<file path="src/rtl/sdsu_bus_slave.sv">
// Responder end of the SDSU single-channel bus: 2^ADDR_W x DATA_W register file, one write+read per handshake.
// Latency: ready pulses after edge E0+WAIT_CYCLES+1; back-to-back period WAIT_CYCLES+3; inputs ignored once accepted.
module sdsu_bus_slave #(
    parameter int WAIT_CYCLES = 1,
    parameter int ADDR_W      = 5,
    parameter int DATA_W      = 32
) (
    input  logic              clk,
    input  logic              rst,
    input  logic              valid,
    input  logic [ADDR_W-1:0] WAddr,
    input  logic [DATA_W-1:0] WData,
    input  logic [ADDR_W-1:0] RAddr,
    output logic [DATA_W-1:0] RData,
    output logic              ready
);

    localparam int NREG  = 1 << ADDR_W;
    localparam int CNT_W = 4;

    localparam logic [1:0] S_IDLE = 2'd0;
    localparam logic [1:0] S_WAIT = 2'd1;
    localparam logic [1:0] S_RESP = 2'd2;

    logic [1:0]        r_state;
    logic [CNT_W-1:0]  r_cnt;
    logic [ADDR_W-1:0] r_waddr;
    logic [DATA_W-1:0] r_wdata;
    logic [ADDR_W-1:0] r_raddr;
    logic [DATA_W-1:0] r_rdata;
    logic              r_ready;
    logic [DATA_W-1:0] r_mem [NREG];

    logic              w_wait_done;
    logic              w_collide;
    logic [DATA_W-1:0] w_rd_value;

    // The acceptance cycle itself counts as one capture cycle, so WAIT holds
    // for WAIT_CYCLES+1 cycles and even WAIT_CYCLES=0 responds after E0+1.
    assign w_wait_done = (r_cnt == CNT_W'(WAIT_CYCLES));

    // Write-first: a read of the address being written returns the new data.
    assign w_collide  = (r_raddr == r_waddr);
    assign w_rd_value = w_collide ? r_wdata : r_mem[r_raddr];

    always_ff @(posedge clk) begin
        if (rst) begin
            r_state <= S_IDLE;
            r_cnt   <= '0;
            r_waddr <= '0;
            r_wdata <= '0;
            r_raddr <= '0;
            r_rdata <= '0;
            r_ready <= 1'b0;
            for (int i = 0; i < NREG; i++) begin
                r_mem[i] <= '0;
            end
        end else begin
            case (r_state)
                S_IDLE: begin
                    r_ready <= 1'b0;
                    if (valid) begin
                        r_waddr <= WAddr;
                        r_wdata <= WData;
                        r_raddr <= RAddr;
                        r_cnt   <= '0;
                        r_state <= S_WAIT;
                    end
                end
                S_WAIT: begin
                    if (w_wait_done) begin
                        r_mem[r_waddr] <= r_wdata;
                        r_rdata        <= w_rd_value;
                        r_ready        <= 1'b1;
                        r_state        <= S_RESP;
                    end else begin
                        r_cnt <= r_cnt + 1'b1;
                    end
                end
                S_RESP: begin
                    // RData is held; only the strobe drops.
                    r_ready <= 1'b0;
                    r_state <= S_IDLE;
                end
                default: begin
                    r_ready <= 1'b0;
                    r_state <= S_IDLE;
                end
            endcase
        end
    end

    assign RData = r_rdata;
    assign ready = r_ready;

endmodule
</file>
<file path="config.mk">
export PLATFORM = sky130hd
export DESIGN_NAME = sdsu_bus_slave
export DESIGN_NICKNAME = d
export VERILOG_FILES = /design/src/rtl/sdsu_bus_slave.sv
export SDC_FILE = /design/constraint.sdc
export NUM_CORES = 2
export LEC_CHECK = 0
export CAP_MARGIN = 5
export CORE_MARGIN = 3
export CORE_UTILIZATION = 40
export CTS_CLUSTER_SIZE = 16
export DETAILED_ROUTE_END_ITERATION = 8
export GPL_TIMING_DRIVEN = 1
export HOLD_SLACK_MARGIN = 0.06
export PLACE_DENSITY_LB_ADDON = 0.12
export SLEW_MARGIN = 20
export SYNTH_ARGS = -nofsm -noshare
export SYNTH_HDL_FRONTEND = slang
export SYNTH_SLANG_ARGS = --single-unit
</file>
<file path="constraint.sdc">
create_clock -name clk -period 14.59 [get_ports clk]
set_input_delay 2.918 -clock clk [delete_from_list [all_inputs] [get_ports clk]]
set_output_delay 2.918 -clock clk [all_outputs]
set_load 0.02 [all_outputs]
</file>
* Yosys cells after proc, flatten, opt, wreduce, memory -nomap -nowiden
Memory sizes are Yosys's and may differ from the RTL's. A register that Yosys moved wholly into a read port is not among the register bits.
Cells that the tools add are included.
** Word-level totals
- Register bits :: 49
- RAM bits :: 1024
- Input bits :: 45
- Word-level logic and storage cells :: 37
- Memories :: 1
** Cells by class
- Add/sub/neg operators :: 1
- Equal/unequal tests :: 5
- Multiplexer cells :: 15
- Bitwise gates (word level) :: 1
- Reductions and logical operators :: 8
** Memories
- r_mem :: words 32, width 32, read ports 1, clocked after memory_dff 1, write ports 32, line 32 : logic [DATA_W-1:0] r_mem [NREG];
** Operators by type and width (number)
- two-way mux 32 bit :: 1
- OR reduction 32 bit :: 1
- two-way mux 4 bit :: 2
- one-hot mux 4 bit (2 select lines) :: 1
- two-way mux 1 bit :: 7
- != test 2 bit (second input constant) :: 3
- AND reduction 2 bit :: 3
- two-way mux 5 bit :: 1
- adder 4 x 1 -> 4 bit (second input constant) :: 1
- equality test 4 x 1 -> 1 bit (second input constant) :: 1
- two-way mux 2 bit :: 2
- one-hot mux 2 bit (2 select lines) :: 1
- AND reduction 3 bit :: 1
- equality test 2 x 1 -> 1 bit (second input constant) :: 1
- zero test 2 bit :: 1
- nonzero test 2 bit :: 1
- OR reduction 2 bit :: 1
- inverter 1 bit :: 1

* Depth between registers and ports, before layout
- Depth after elaboration :: 7
- Gate-level depth with buffers :: 10

* Worst setup path after synthesis
OpenSTA, ideal clock, no wires.
- Kind :: input to register
- Start point :: input port rst
- End point :: memory r_mem[12][0], enable pin
- Data arrival time :: 6.106 ns
- Data required time :: 14.124 ns
- Slack :: 8.018 ns
- Stages :: 6
- Cell sequence :: inv_1 nand3_2 or3_1 buf_4 buf_6 o21ai_0
** RTL lines
- start, declared :: line 9 : input logic rst,
- end, declared :: line 32

==> results.yml <==
route:
  vias: 27649
  drt.antenna.violating_nets: 0
  drt_pass1_iterations: 5
  drc_errors: 0
  avgRoutedWirePerCell_um: 29.5
  wl_um: 146000
  viasPerCell: 5.58
  drt_iter0_markers: 2653
yosys:
  synth_area_um2: 49600
  ys_async_sr_fraction_pct: 0
  synthTopCellsByArea: "edfxtp_1 62%, and2_1 13%, mux4_2 12%"
  ys_ff_latch: 1105
  synth.most_common_cell: "and2_1"
  synth_commonest_cells: "1027 x and2_1, 1024 x edfxtp_1, 256 x mux4_2, 199 x clkbuf_1, 151 x nand2_1"
  syn_avg_cell_area_um2: 15.2
  syn_inst: 3266
  yosys.cell_types.count: 47
  synth.largest_area_cell: "edfxtp_1"
  synth_top_area_share_pct: 62.0
  synth_seq_area_share_pct: 65.3
  ys.flop_type: "edfxtp_1"
  synthesis.nets: 3313
  synth.yosys.warnings: 0
  synth-edff-count: 1024
power:
  sw_frac_of_total_pct: 22.9
  p_seq_share_pct: 50.7
  ir_drop_mv: 0.119
  p_per_area_nw_per_um2: 128
  clockPowerShare_pct: 42.3
  p_int_mw: 5.53
  combPwrFrac_pct: 7.0
  p_leak_nw: 19.5
  p_sw_mw: 1.65
flow_run:
  maxCapViolCount: 0
sta:
  tightest_slew_ns: 1.22
  post-route-worst-setup-slack_ns: 9.20
  min_period_over_period_pct: 36.9
  fmaxAchievable_mhz: 186
  period_needed_ns: 5.39
  fin_hold_ws_ns: 0.460
  finClkSkew_ns: 0.0301
  maxSlewHeadroom_pct: 18.6
  setup_viol: 0
  tns_ns: 0
  finalHoldViolations: 0
  drv_slew: 0
  rsz0062_at_grt: "no"
worst_setup_path:
  start_kind: "primary input"
  crit_required_ns: 15.14
  arrival_ns: 5.94
  crit_slowest_cell: "nor2_4"
  cpPeakStageDelay_ns: 1.14
  critPathMaxFanout: 50
  ff2ff_setup_slack_ns: 10.38
  crit_path_cell_trace: "buf_2 > buf_4 > clkinv_2 > nand3_2 > inv_2 > nand3b_2 > nor2_4 > and2_1"
  end_kind: "flop"
  path_class: "in -> reg"
place:
  dp_hpwl_um: 81600
  routabilityCongestion: 0.839
  port_buffers: 77
  dp_slack_ns: 8.52
clock_tree:
  cts_htree_levels: 3
  cts_tree: "built"
  cts_hold_repair.buffers: 0
  cts_root_buffer: "clkbuf_16"
  clkTransAtPathRegs_ns: 0.06
  post_cts_buffers: 0
  clkLatencyLatePin_ns: 0.71
  numClockSinks: 1105
  cts_buffer_depth: 3
  cts_buffers: 120
  cts_resized: 0
min_path:
  hold_class: "reg -> reg"
floorplanning:
  chipWidth_um: 358
  ios: 78
  fp-row-count: 128
  initial_utilization_pct: 40.5
  core_region_area_um2: 122000
  die_h_um: 358
  die_area_um2: 128000
run_status:
  status: "finished, final reports clean"
grt:
  grt_pass1_wl_um: 208000
  grt_overflow: 0
  antenna_found_initial: 9
  grt_pass1_vias: 28153
  grt_usage_pct: 22.9
  grt_max_degree: 102
final_layout:
  syn_to_final_growth_pct: 13.3
  fill_cells: 10624
  utilization_pct: 45.9
  drive_gt1_share_pct: 19.0
  finalNetCount: 3281
## area by class of cell
cell class | count | area [um2] | area share, %
Tap cell | 1625 | 2030 | 3.62
Sequential cell | 1105 | 32400 | 57.7
Timing Repair Buffer | 162 | 1450 | 2.59
Antenna cell | 1 | 2.50 | 0.00446
Clock buffer | 168 | 3530 | 6.28
Multi-Input combinational cell | 1841 | 16300 | 29.0
Inverter | 4 | 16.3 | 0.0290
Clock inverter | 53 | 425 | 0.758
## layer usage
layer	vias up	track usage, %	wire length, um
met5	-	0	0
met4	0	5.88	3100
met3	175	5.20	12600
met2	1072	35.9	67900
met1	14485	32.5	62900
li1	11917	-	-
## critical path: cells and delay by family
kind / cells / cell delay (ns)
simple gates: 4 / 2.25
buf+inv: 4 / 0.68
## path summary, 6_finish.rpt
kind / cells after the start / start / end
setup / recovery: 8 / rst / r_mem[13][1]$_SDFFCE_PN0P_
hold / removal: 2 / r_wdata[13]$_SDFFE_PP0P_ / r_wdata[13]$_SDFFE_PP0P_
setup reg to reg: 5 / r_raddr[1]$_SDFFE_PP0P_ / RData[3]$_SDFFE_PP0P_
hold reg to reg: 2 / r_wdata[13]$_SDFFE_PP0P_ / r_wdata[13]$_SDFFE_PP0P_
## sequential cells by signal, indices dropped and copies added (netlist names)
register	flops
r_waddr	5
r_mem	1024
ready	1
r_wdata	32
RData	32
r_cnt	4
r_state	2
r_raddr	5
## cells by family (layout without fill, tap and decap cells)
group	Yosys count	after routing	share of synthesized area, %
AOI/OAI and AO/OA	217	217	2.94
xor gates and xnor gates	6	6	0.106
adders and majority gates	2	2	0.0505
buffers and inverters	320	387	2.91
DFF	1105	1105	65.3
muxes	348	348	13.5
other	0	1	0
and+or+nand+nor	1268	1268	15.1
## power groups by stage
stage          combinational (mW)  sequential (mW)  clock [mW]
2_1_floorplan               0.311             3.66           0
3_3_place_gp                0.506             3.70           0
3_5_place_dp                0.509             3.70           0
4_1_cts                     0.511             3.64        3.09
5_1_grt                     0.535             3.65        3.22
6_report                    0.506             3.64        3.04
## placed cells by master, fill, tap and decap left out, types with 28 or more instances in the layout
master / count
buf_4: 79
o211ai_1: 28
clkdlybuf4s50_1: 76
clkbuf_16: 131
mux2i_1: 68
edfxtp_1: 1024
and2_1: 1026
mux4_2: 256
a21oi_1: 61
nand2_1: 150
dfxtp_1: 64
o21ai_4: 32
## stage by stage
stage | cells | total power, mW | instance area (um2)
after floorplan | 3266 | 3.97 | 49600
after global placement | 4735 | 4.20 | 52200
after detailed placement | 4735 | 4.21 | 52200
after CTS | 4956 | 7.24 | 56100
after global routing | 4958 | 7.40 | 56200
final | 4959 | 7.18 | 56200
Power figures use the tool's default switching activity.
